### src/rtl/cdce_readback.sv
// cdce_readback: CDCE register readback engine; sends a read command frame, then shifts the register word in from miso.
module cdce_readback #(
   parameter int WORD_WIDTH = 32,
   parameter int GAP_CYCLES = 4
) (
   input  logic                  clk,
   input  logic                  reset,
   input  logic                  start,
   input  logic [3:0]            reg_addr,
   input  logic                  miso,
   output logic                  cs_n,
   output logic                  mosi,
   output logic                  busy,
   output logic [WORD_WIDTH-1:0] read_data,
   output logic                  read_valid
);
   localparam int CW = $clog2(WORD_WIDTH);
   typedef enum logic [2:0] {IDLE, CMD, GAP, READ, DONE} state_t;
   state_t state, state_n;
   logic [CW-1:0] cnt, cnt_n;
   logic [7:0] gap, gap_n;
   logic [WORD_WIDTH-1:0] cmd, cmd_n, shift, shift_n;
   logic last_bit;
   assign last_bit = cnt == CW'(WORD_WIDTH - 1);
   // cmd shifts right so bit 0 always holds the bit for the coming cycle
   always_comb begin
      state_n = state;
      cnt_n   = cnt;
      gap_n   = gap;
      cmd_n   = cmd;
      shift_n = shift;
      case (state)
         IDLE: if (start) begin
            state_n = CMD;
            cnt_n   = '0;
            gap_n   = '0;
            cmd_n   = {{(WORD_WIDTH-8){1'b0}}, reg_addr, 4'hE};
         end
         CMD: begin
            cmd_n = cmd >> 1;
            cnt_n = last_bit ? '0 : cnt + 1'b1;
            state_n = last_bit ? GAP : CMD;
            gap_n = '0;
         end
         GAP: begin
            state_n = gap == 8'(GAP_CYCLES - 1) ? READ : GAP;
            gap_n = gap == 8'(GAP_CYCLES - 1) ? '0 : gap + 8'd1;
            cnt_n = '0;
         end
         READ: begin
            shift_n = {miso, shift[WORD_WIDTH-1:1]};
            cnt_n = last_bit ? '0 : cnt + 1'b1;
            state_n = last_bit ? DONE : READ;
         end
         DONE: begin
            state_n = IDLE;
            cnt_n   = '0;
            gap_n   = '0;
         end
         default: state_n = IDLE;
      endcase
   end
   // outputs are registered from the next-state values so they line up with the state
   always_ff @(posedge clk) begin
      if (reset) begin
         state      <= IDLE;
         cnt        <= '0;
         gap        <= '0;
         cmd        <= '0;
         shift      <= '0;
         cs_n       <= 1'b1;
         mosi       <= 1'b0;
         busy       <= 1'b0;
         read_valid <= 1'b0;
         read_data  <= '0;
      end else begin
         state      <= state_n;
         cnt        <= cnt_n;
         gap        <= gap_n;
         cmd        <= cmd_n;
         shift      <= shift_n;
         cs_n       <= !(state_n == CMD || state_n == READ);
         mosi       <= state_n == CMD && cmd_n[0];
         busy       <= state_n != IDLE;
         read_valid <= state_n == DONE;
         if (state == READ && last_bit) read_data <= shift_n;
      end
   end
endmodule

### config.mk
export PLATFORM = sky130hd
export DESIGN_NAME = cdce_readback
export DESIGN_NICKNAME = d
export VERILOG_FILES = /design/src/rtl/cdce_readback.sv
export SDC_FILE = /design/constraint.sdc
export NUM_CORES = 1
export LEC_CHECK = 0
export CORE_ASPECT_RATIO = 1.75
export CORE_UTILIZATION = 51
export DETAILED_ROUTE_END_ITERATION = 16
export GPL_TIMING_DRIVEN = 0
export HOLD_SLACK_MARGIN = 0.05
export PLACE_DENSITY = 0.75
export SLEW_MARGIN = 40
export SYNTH_ARGS = -nofsm -noshare
export SYNTH_HDL_FRONTEND = slang
export SYNTH_SLANG_ARGS = --single-unit
### constraint.sdc
create_clock -name clk -period 2.2 [get_ports clk]
set_clock_uncertainty 0.05 [all_clocks]
set_input_delay 0.44 -clock clk [delete_from_list [all_inputs] [get_ports clk]]
set_output_delay 0.44 -clock clk [all_outputs]
set_load 0.02 [all_outputs]
Yosys cells after proc, flatten, opt, wreduce, memory -nomap -nowiden
Cells that the tools add are included.

Word-level logic and storage cells: 52. Output and inout bits: 36. Flip-flop bits (word level): 116. Latch bits: 0. Bits in writable memories: 0. Memory bits (read-only): 0. Memories kept: 0.

Shift operators: 0. Multiply operators: 0. Equality and inequality tests: 10. Divide/modulo/power cells: 0. Bitwise operators: 0. Reductions and logical operators: 15. Add/subtract/negate cells: 2. $lt $le $gt $ge: 0. Mux-type cells: 14.

Operators with widths (count): $mux W32 (2); $pmux W32 S2 (1); $pmux W8 S3 (1); $mux W8 (2); $pmux W5 S3 (1); $pmux W3 S4 (1); $mux W5 (2); $eq A3 B2 Y1 const B (3); $reduce_bool A3 Y1 (3); $add A8 B1 Y8 const B (1); $eq A8 B2 Y1 const B (1); $eq A3 B1 Y1 const B (2); $eq A3 B3 Y1 const B (2); $mux W3 (2); $reduce_and A2 Y1 (3); $reduce_or A2 Y1 (3); $add A5 B1 Y5 const B (1); $eq A5 B5 Y1 const B (1); $logic_not A3 Y1 (1); $logic_and A1 B1 Y1 (2); $mux W2 (1); $ne A2 B2 Y1 const B (1); $reduce_bool A2 Y1 (1); $logic_not A1 Y1 (1); other kinds (2) (2).

Depth between registers and ports, before layout
Depth after elaboration: 6. Depth in mapped cells: 8. Gate-level depth less buffers: 7.

Worst setup path before layout
No wires, ideal clock.

Path kind: register to register. Start: reg cnt[0]. End: reg cs_n. Clock period less this slack: 1962 ps. Arrival: 1785 ps. Slack: 238 ps. Required time: 2023 ps. Stages on the path, launching flop included: 7. Setup time: 127 ps. Buffers on the path: 0. Cells stage by stage: dfxtp_1 ha_1 and3_1 ha_1 nor3b_1 nor3_1 or3_1.

Cells in the longest elaborated chain, start to end: 6. Elaborated cells between the ends (all ways): 8. Classes of those cells: eq/ne: 3; mux: 3; reduce/logical: 2.

RTL lines: from (decl) (RTL line 20) `logic [CW-1:0] cnt, cnt_n;`; from (signal assigned) (RTL line 78) `cnt <= cnt_n;`; $eq A5 B5 Y1 * (RTL line 24) `assign last_bit = cnt == CW'(WORD_WIDTH - 1);`; $mux W3 / $mux W2 (equally long branches) (RTL line 53, 42); $pmux W3 S4 * (RTL line 32) `case (state)`; $eq A3 B1 Y1 / $eq A3 B2 Y1 (equally long branches) (RTL line 82) `cs_n <= !(state_n == CMD || state_n == READ);`; $logic_or A1 B1 Y1 * (RTL line 82); $logic_not A1 Y1 * (RTL line 82); to (signal assigned) (RTL line 82); to (decl) (RTL line 11) `output logic cs_n,`.

Every way passes the cells marked *; elsewhere a longest branch is shown, timed or not. A chain may end at the register's enable or synchronous reset.

Final worst setup path
Start: reg cnt[0]. End: reg read_data[22].

Cells in the longest elaborated chain, start to end: 2.

RTL lines: $eq A5 B5 Y1 (RTL line 24); $logic_and A1 B1 Y1 (RTL line 86) `if (state == READ && last_bit) read_data <= shift_n;`; to (signal assigned) (RTL line 86); to (decl) (RTL line 14) `output logic [WORD_WIDTH-1:0] read_data,`.

Every way passes these cells.

==> results.txt <==
status -> completed
largest net degree at the start of global routing -> 14
Most used DFF post-synth -> dfxtp_1
Hold Vio Cnt, Final -> 0
met1 Resource Use GR -> 0.211
met3 Track Usage GR -> 0.0545
Worst slew margin -> 0.571
Synth Net Count -> 421
clock latency on the worst-skew pair -> 0.33 ns
Buffers on Ports -> 43
Worst Path Required -> 2.41 ns
unrepaired setup endpoints after global routing -> false
Initial Util -> 0.526
htree depth -> 3
fin nets -> 475
Die Span X -> 63.8 um
CP startpoint -> cnt[0]
CP startpoint kind -> register
hold buffers post-CTS -> 0
Cell Rows -> 39
Hold Crit Class -> register to register
CTS root buffer -> clkbuf_16
LEAKAGE -> 1.44 nW
asr flop ratio synth -> 0
CP peak stage delay -> 0.43 ns
sequential area share after synthesis -> 0.534
gr ovfl total -> 0
cell taking the most area after synthesis -> dfxtp_1
initial antenna violation count -> 0
Max Fclk -> 0.498 GHz
Final Setup Violations -> 0
ant diodes -> 0
Syn-to-layout area delta -> 23.8%
initial drt markers -> 157
antenna-violating nets left -> 0
post-synth cell types -> 41
M2 GR Usage -> 0.384
setup TNS -> 0 ns
DR vias/cell -> 5.25
CTS Buf Count -> 9
Clock Tree Buf Depth -> 2
DRT Pass-1 Iters -> 6
Mapped Cells -> 409
Mapped Area -> 3410 um^2
Avg WL per Cell -> 12.3 um
crit path buf inv count -> 1
Post-Syn Area per Cell -> 8.34 um^2
hold_sp -> read_data[3]
Tcrit/Tclk final -> 0.912
Post-Route Utilization -> 0.651
io pins -> 44
IR Drop Worst-Case VDD -> 554 uV
GP Congestion -> 0.746
vias in the first global route -> 2564
Fill cells -> 557
Die Y -> 110 um
Critical-path top delay cell -> clkbuf_1
delay-heaviest family, CP -> simple AND/OR/NAND/NOR gates
Yosys top cell area share -> 0.534
Reg clk slew, reported paths -> 0.06 ns
Tmin final -> 2.01 ns
crit-path cells -> ha_1, and3_1, ha_1, nand2_1, clkbuf_1, nand2_1, a21oi_1
Final HPWL DP -> 4.81 mm
Worst Path Arrival -> 2.22 ns
total global-route track usage -> 0.207
worst r2r src -> cnt[0]
cell area power density -> 754 nW/um^2
Core ar. -> 6490 um^2
Least-Margin Pin Slew -> 0.640 ns
clk sinks -> 91
CTS tree -> done
worst-path fanout max -> 10
Area contributors post-synth -> dfxtp_1, nand2_1, a21oi_1
Yosys warning count -> 0
share of post-route cells with drive strength above 1 -> 0.0708
WL final -> 6.75 mm
residual DRC count -> 0
synthesized flop and latch total -> 91
number of max-cap violations -> 0
DIE AREA -> 7030 um^2
EDFF count, synth -> 0
busiest grt layer -> met2
crit end category -> register
CP Class -> register to register
first-pass GRT wire length -> 11.1 mm
DR vias -> 2877
Slew Limit Fails -> 0
[cell type report]
class | count | area (um^2) | area share
Buffer | 26 | 113 | 0.0267
Timing Repair Buffer | 43 | 430 | 0.102
Inverter | 4 | 15.0 | 0.00355
Multi-Input combinational cell | 288 | 1470 | 0.349
Sequential cell | 91 | 1820 | 0.431
Tap cell | 82 | 103 | 0.0243
Clock buffer | 11 | 253 | 0.0598
Clock inverter | 3 | 15.0 | 0.00355
[Yosys cell counts, types with 2 or more instances]
master,instances
nor3_1,4
nor2_1,21
and2_1,2
a22oi_1,4
clkbuf_1,16
nor4b_2,2
nor4b_1,2
and2b_1,2
nand3b_1,2
nand2_1,132
nand3_1,2
buf_2,9
o21ai_0,4
a21oi_1,70
a222oi_1,3
a311oi_1,3
nor3b_1,3
xnor2_1,5
ha_1,4
and3_1,3
dfxtp_1,91
inv_1,4
or3_1,3
[per-layer routing]
layer  vias up  share of wire
li1       1477              -
met3        12          0.033
met2        55           0.55
met1      1333           0.40
met5         -              0
met4         0          0.019
[through the flow]
stage                     setup WS (ns)  hold slack (ns)  area [um^2]  std cells  power, mW
after detailed placement        -0.0956            0.397         3950        534       1.85
final                             0.193            0.403         4220        548       3.19
after CTS                         0.158            0.405         4220        548       3.21
after floorplan                   0.238            0.382         3410        409       1.80
after global placement          -0.0941            0.392         3950        534       1.84
after global routing             0.0636            0.419         4220        548       3.30
[logic make-up (layout without fill, tap and decap cells)]
group           Yosys count  count (layout)  share of synthesized area
flops                    91              91                      0.534
xor+xnor                  5               5                     0.0128
simple gates            187             187                      0.246
compound gates           90              90                      0.149
fa+ha+maj                 5               5                     0.0180
buf+inv                  30              87                     0.0374
mux                       1               1                    0.00293
[what timing repair did]
action | in CTS | in global routing
resized for setup | 1 | 1
endpoints found under the hold margin | 0 | 0
endpoints found under the setup margin | 2 | 1
setup buffers | 0 | 0
pin swaps | 0 | 0
[where the power goes]
group          internal (mW)  switching (mW)  total (mW)
Clock                  0.807           0.567        1.37
Combinational         0.0534          0.0765       0.130
Sequential              1.67          0.0135        1.68
Total                   2.53           0.657        3.19
[cell usage in the layout, fill, tap and decap left out, types with 5 or more instances in the layout]
| cell type | instances |
|---|---|
| nor2_1 | 21 |
| a21oi_1 | 70 |
| clkdlybuf4s50_1 | 43 |
| dfxtp_1 | 91 |
| clkbuf_16 | 9 |
| nand2_1 | 132 |
| clkbuf_1 | 16 |
| xnor2_1 | 5 |
| buf_2 | 9 |
[worst min-delay path: cells and delay by family, from the launching register on]
kind / cells / cell delay [ns]
flip-flops: 1 / 0.31
AND/OR/NAND/NOR: 1 / 0.05
AO/OA/AOI/OAI: 1 / 0.05
[registers in the layout (all words and copies together), names as in the netlist]
name	cells
cnt	5
mosi	1
gap	8
state	3
read_valid	1
cs_n	1
busy	1
cmd	8
read_data	32
shift	31
[worst paths after layout]
kind / slack (ns) / endpoint / cells past startpoint
max: 0.19 / read_data[22] / 7
min: 0.40 / read_data[3] / 2
max reg2reg: 0.19 / read_data[22] / 7
min reg2reg: 0.40 / read_data[3] / 2
No activity file was read; power rests on OpenSTA's default activity.
